$ cat config.mk
export PLATFORM = sky130hd
export DESIGN_NAME = pipe_stage_buf
export DESIGN_NICKNAME = d
export VERILOG_FILES = /design/src/rtl/pipe_pkg.sv /design/src/rtl/pipe_slot.sv /design/src/rtl/pipe_stage_buf.sv
export SDC_FILE = /design/constraint.sdc
export NUM_CORES = 1
export LEC_CHECK = 0
export BUFFER_PORTS_ARGS = -buffer_cell sky130_fd_sc_hd__buf_2
export CAP_MARGIN = 20
export CORE_MARGIN = 2
export CORE_UTILIZATION = 50
export CTS_BUF_LIST = sky130_fd_sc_hd__clkbuf_8
export DETAILED_ROUTE_END_ITERATION = 7
export GPL_ROUTABILITY_DRIVEN = 0
export PLACE_DENSITY_LB_ADDON = 0.15
export SKIP_LAST_GASP = 1
export SLEW_MARGIN = 0
export SYNTH_ARGS = -nofsm -noshare
export SYNTH_HDL_FRONTEND = slang
export SYNTH_SLANG_ARGS = --single-unit
$ cat constraint.sdc
create_clock -name clk -period 1.6 [get_ports clk]
set_input_delay 0.16 -clock clk [delete_from_list [all_inputs] [get_ports clk]]
set_output_delay 0.16 -clock clk [all_outputs]
set_load 0.02 [all_outputs]
$ cat src/rtl/pipe_pkg.sv
// Shared constants for the inter-stage pipeline buffers: per-stage payload widths,
// control-field bit offsets and the NOP control word.
package pipe_pkg;

  typedef enum logic [1:0] {
    STAGE_IFID  = 2'd0,
    STAGE_IDEX  = 2'd1,
    STAGE_EXMEM = 2'd2,
    STAGE_MEMWB = 2'd3
  } pipe_stage_e;

  localparam int DEF_DATA_W   = 160;
  localparam int DEF_CTRL_W   = 32;
  localparam int DEF_CNT_W    = 16;

  localparam int IFID_DATA_W  = 64;   // IR + PC
  localparam int IFID_CTRL_W  = 8;
  localparam int IDEX_DATA_W  = 160;  // PC, rs1, rs2, imm, IR
  localparam int IDEX_CTRL_W  = 32;
  localparam int EXMEM_DATA_W = 128;
  localparam int EXMEM_CTRL_W = 16;
  localparam int MEMWB_DATA_W = 96;
  localparam int MEMWB_CTRL_W = 8;

  localparam int CTRL_REG_WRITE  = 0;
  localparam int CTRL_MEM_WRITE  = 1;
  localparam int CTRL_MEM_READ   = 2;
  localparam int CTRL_MEM_TO_REG = 3;
  localparam int CTRL_BRANCH     = 4;
  localparam int CTRL_JUMP       = 5;
  localparam int CTRL_ALU_SRC    = 6;
  localparam int CTRL_ALU_OP_LSB = 8;
  localparam int CTRL_ALU_OP_W   = 4;

  localparam logic [31:0] NOP_CTRL = 32'h0;

endpackage

$ cat src/rtl/pipe_slot.sv
// One storage slot {valid, ctrl, data}. Clearing always returns ctrl to NOP so an empty
// slot reads as a bubble; data is zeroed on clear only when CLR_DATA is set.
module pipe_slot
  import pipe_pkg::*;
#(
  parameter int DATA_W   = DEF_DATA_W,
  parameter int CTRL_W   = DEF_CTRL_W,
  parameter int CLR_DATA = 0
) (
  input  logic              clk,
  input  logic              CLR,
  input  logic              clear,
  input  logic              load,
  input  logic [CTRL_W-1:0] ld_ctrl,
  input  logic [DATA_W-1:0] ld_data,
  output logic              valid,
  output logic [CTRL_W-1:0] ctrl,
  output logic [DATA_W-1:0] data
);

  always_ff @(posedge clk) begin
    if (CLR) begin
      valid <= 1'b0;
      ctrl  <= '0;
      data  <= '0;
    end else if (clear) begin
      valid <= 1'b0;
      ctrl  <= CTRL_W'(NOP_CTRL);
      if (CLR_DATA != 0) data <= '0;
    end else if (load) begin
      valid <= 1'b1;
      ctrl  <= ld_ctrl;
      data  <= ld_data;
    end
  end

endmodule

$ cat src/rtl/pipe_stage_buf.sv
// Two-entry skid buffer between pipeline stages with flush and hazard hold.
// Define PIPE_STAGE_PERF_EN to add saturating stall_cnt / bubble_cnt outputs.
module pipe_stage_buf
  import pipe_pkg::*;
#(
  parameter int DATA_W   = DEF_DATA_W,
  parameter int CTRL_W   = DEF_CTRL_W,
  parameter int CLR_DATA = 0
`ifdef PIPE_STAGE_PERF_EN
  , parameter int CNT_W  = DEF_CNT_W
`endif
) (
  input  logic              clk,
  input  logic              CLR,
  input  logic              flush,
  input  logic              hold,
  input  logic              in_valid,
  output logic              in_ready,
  input  logic [DATA_W-1:0] in_data,
  input  logic [CTRL_W-1:0] in_ctrl,
  output logic              out_valid,
  input  logic              out_ready,
  output logic [DATA_W-1:0] out_data,
  output logic [CTRL_W-1:0] out_ctrl,
  output logic [1:0]        occupancy
`ifdef PIPE_STAGE_PERF_EN
  , output logic [CNT_W-1:0] stall_cnt,
  output logic [CNT_W-1:0]   bubble_cnt
`endif
);

  logic              h_v, s_v;
  logic [CTRL_W-1:0] h_ctrl, s_ctrl;
  logic [DATA_W-1:0] h_data, s_data;
  logic              accept, drain;
  logic              h_load, h_clear, s_load, s_clear;

  // Ready depends on registered state only, so no comb path from out_ready.
  assign in_ready = !s_v && !hold;
  assign accept   = in_valid && in_ready;
  assign drain    = h_v && out_ready;

  // H refills from S when S holds a word, otherwise from the input.
  assign h_load  = !flush && ((drain && (s_v || accept)) || (!h_v && accept));
  assign h_clear = flush || (drain && !s_v && !accept);
  assign s_load  = !flush && !drain && h_v && accept;
  assign s_clear = flush || (drain && s_v);

  pipe_slot #(.DATA_W(DATA_W), .CTRL_W(CTRL_W), .CLR_DATA(CLR_DATA)) u_head (
    .clk     (clk),
    .CLR     (CLR),
    .clear   (h_clear),
    .load    (h_load),
    .ld_ctrl (s_v ? s_ctrl : in_ctrl),
    .ld_data (s_v ? s_data : in_data),
    .valid   (h_v),
    .ctrl    (h_ctrl),
    .data    (h_data)
  );

  pipe_slot #(.DATA_W(DATA_W), .CTRL_W(CTRL_W), .CLR_DATA(CLR_DATA)) u_skid (
    .clk     (clk),
    .CLR     (CLR),
    .clear   (s_clear),
    .load    (s_load),
    .ld_ctrl (in_ctrl),
    .ld_data (in_data),
    .valid   (s_v),
    .ctrl    (s_ctrl),
    .data    (s_data)
  );

  assign out_valid = h_v;
  assign out_ctrl  = h_ctrl;
  assign out_data  = h_data;
  assign occupancy = {1'b0, h_v} + {1'b0, s_v};

`ifdef PIPE_STAGE_PERF_EN
  // Counters survive flush; only CLR resets them.
  always_ff @(posedge clk) begin
    if (CLR) begin
      stall_cnt  <= '0;
      bubble_cnt <= '0;
    end else begin
      if (in_valid && !in_ready && !(&stall_cnt)) stall_cnt <= stall_cnt + 1'b1;
      if (!out_valid && out_ready && !(&bubble_cnt)) bubble_cnt <= bubble_cnt + 1'b1;
    end
  end
`endif

endmodule

==> impl_results.md <==
* Status: complete, but fails checks
* Failing checks: negative setup slack
* Register area share after synthesis at 0.4427
* Clock-pin slew on the worst setup and hold paths at 0.07 ns
* Top cells by area, synth: dfxtp_1, mux2i_1, mux2_1
* Post-synthesis async set-or-reset flop share at 0
* Dpl cells at 2669
* First-pass GRT wire length at 85730 µm
* Drt pass-1 iters at 7
* Htree depth at 2
* RSZ-0062 raised after global routing: true
* Placed instance area at 20290 µm²
* Utilization after layout at 0.7810
* # setup viols final at 270
* # port buffers at 393
* Total number of vias at 17810
* Arr. time, crit path at 2.44 ns
* Rel. slew slack at 0.7122
* EDFF count, synth at 0
* Die ar. at 36420 µm²
* Crit path capture type: flip-flop
* Post-synthesis register bit count at 386
* Flop-to-flop setup slack at -0.32 ns
* Post-layout nets at 2748
* WP data required at 2.12 ns
* Initial antenna violation count at 5
* Commonest cells post-synth: dfxtp_1, a21oi_1, nand3_1, o21ai_0, nor2_1
* CP Class: flip-flop to flip-flop
* Largest net degree at the start of global routing at 104
* Slew @ Worst Pin at 0.4317 ns
* Setup_tns at -49.47 ns
* Worst skew pair latency at 0.66 ns
* Hold WC Path Type: primary input to flip-flop
* Placeable Area at 34460 µm²
* VDD IR max at 0.6295 mV
* Final Max Tran Viols at 0
* Netlist Area Pre-Place at 17460 µm²
* Layout cells sized above 1 at 0.3774
* Syn avg cell area at 8.970 µm²
* Count leader, synth: dfxtp_1
* Post-synth top area cell: dfxtp_1
* Mapped Nets at 2145
* Worst path cell trace: or2_4 > a221o_4 > buf_12 > buf_16 > mux2_1
* CTS tree: yes
* P per Cell Area at 791.6 nW/µm²
* Placement Rows at 68
* Min Tclk post-route at 1.924 ns
* Max_cap viols at 0
* Highest Clock Rate at 519.7 MHz
* Post-DP HPWL at 32150 µm
* # IOs at 394
* Yosys warnings at 0
* Vias in the first global route at 16670
* Hold Vio Cnt, Final at 0
* Post-synth top area share at 0.4427
* Clock tree buffer depth at 3
* Routed wire length at 65540 µm
* Initial DRC Count at 1380
* CTS root buf: clkbuf_8
* Die height at 190.8 µm
* Mapped Cells at 1946
* Design area at 26910 µm²
* Static leakage at 10.61 nW
* Wire per inst at 21.45 µm
* CP max-delay cell: a221o_4
* Worst path buffer plus inverter count at 2
* Fin worst setup slack at -0.3242 ns
* Antenna Violating Nets Remaining at 0
* Gr usage total at 0.2888
* Crit-path max cell delay at 0.50 ns
* Clock Skews at 0.01988 ns
* Worst Setup Start Kind: flip-flop
* Initial Util at 0.5066
* Chip Width at 190.8 µm
* CTS sink cnt at 386
* DRC viols at 0
* Synth unique cells at 24
* Area Growth Syn to Fin at 54.18%
* Total grt overflow at 0
* Vias per cell at 5.829
* Top FF cell, synth: dfxtp_1
* Final worst path period share at 1.203
* Final total power at 21.30 mW
* Cts bufs inserted at 61
* Crit Path Max Fanout at 14
* Non-Filler Instances at 3056
* Kind of cell adding the most delay to the critical path: compound AO/OA/AOI/OAI gates
[cell families (layout without fill, tap and decap cells)]
| family | Yosys count | count (layout) | synth area share |
|---|---|---|---|
| AO/OA/AOI/OAI | 454 | 454 | 0.1375 |
| adder cells (fa/ha/maj) | 1 | 1 | 0.0007167 |
| buffers and inverters | 232 | 883 | 0.05340 |
| flip-flops | 386 | 386 | 0.4427 |
| multiplexers | 352 | 352 | 0.2156 |
| other | 0 | 4 | 0 |
| AND/OR/NAND/NOR | 521 | 521 | 0.1501 |
[worst reg2reg max path, cell delays in order, from the launching register on]
cell     delay, ns
dfxtp_4       0.36
or2_4         0.23
a221o_4       0.50
buf_12        0.20
buf_16        0.16
mux2_1        0.34
[placed cells by master (no fill, tap or decap), types with 2 or more instances in the layout]
| cell type | instances |
|---|---|
| clkinv_2 | 5 |
| mux2_4 | 43 |
| clkbuf_16 | 35 |
| nand3_2 | 58 |
| buf_4 | 38 |
| bufbuf_16 | 2 |
| o21ai_2 | 6 |
| nor2_1 | 162 |
| buf_2 | 389 |
| o21ai_0 | 84 |
| nand3_4 | 53 |
| mux2_1 | 93 |
| a221oi_2 | 28 |
| buf_12 | 28 |
| clkbuf_8 | 76 |
| buf_8 | 13 |
| mux2_2 | 56 |
| a21oi_2 | 96 |
| diode_2 | 4 |
| dfxtp_1 | 384 |
| mux2i_1 | 160 |
| or2_4 | 2 |
| dlygate4sd3_1 | 193 |
| buf_6 | 16 |
| a21oi_1 | 131 |
| a221oi_1 | 3 |
| nand3_1 | 81 |
| buf_16 | 23 |
| nor2b_1 | 161 |
| inv_1 | 59 |
| o21ai_1 | 103 |
| inv_6 | 2 |
[sequential cells by signal (all words and copies together) (netlist names)]
register / flops
u_head.valid: 1
u_skid.data: 160
u_head.data: 160
u_skid.ctrl: 32
u_head.ctrl: 32
u_skid.valid: 1
[final cells by class]
class | count | area [µm²]
Fill cell | 2193 | 7545
Sequential cell | 386 | 7732
Timing Repair Buffer | 737 | 6674
Inverter | 35 | 143.9
Antenna cell | 4 | 10.01
Multi-Input combinational cell | 1328 | 10560
Tap cell | 455 | 569.3
Clock inverter | 35 | 177.7
Clock buffer | 76 | 1046
[metal layers]
metal	routed length, µm	vias to the layer above	track usage
li1	-	8037	-
met1	25580	8652	0.3589
met2	31450	891	0.4809
met3	5441	229	0.06091
met4	3042	4	0.1294
met5	27	-	0
[power breakdown]
part	total (mW)	internal [mW]	leakage [nW]	switching, mW
sequential	9.88	9.79	3.12	0.0954
clock	8.49	4.42	0.728	4.06
combinational	2.94	1.34	6.76	1.60
total	21.3	15.6	10.6	5.75
[final timing paths]
path | from | to | cells past startpoint
hold / removal | flush | u_head.ctrl[29]$_SDFFE_PP0P_ | 5
hold reg to reg | u_skid.data[139]$_SDFFE_PP0P_ | u_skid.data[139]$_SDFFE_PP0P_ | 2
setup reg to reg | u_skid.valid$_SDFFE_PP0P_ | u_head.data[100]$_SDFFE_PP0P_ | 5
setup / recovery | u_skid.valid$_SDFFE_PP0P_ | u_head.data[100]$_SDFFE_PP0P_ | 5
[stage by stage]
stage          hold WS (ns)  worst slack (ns)
6_report             0.1562           -0.3242
5_1_grt              0.1868           -0.3477
2_1_floorplan        0.3077          -0.09556
4_1_cts              0.1150           -0.2679
3_5_place_dp         0.4293           -0.2139
3_3_place_gp         0.4221           -0.1939
[what timing repair did]
action,in CTS,in global routing
gates cloned,9,45
hold buffers,193,0
hold endpoints to repair,354,0
gates resized for setup,58,458
setup buffers,12,14
setup endpoints to repair,268,388
pin swaps,2,223
Note: power is estimated with default switching activity, not from simulation.
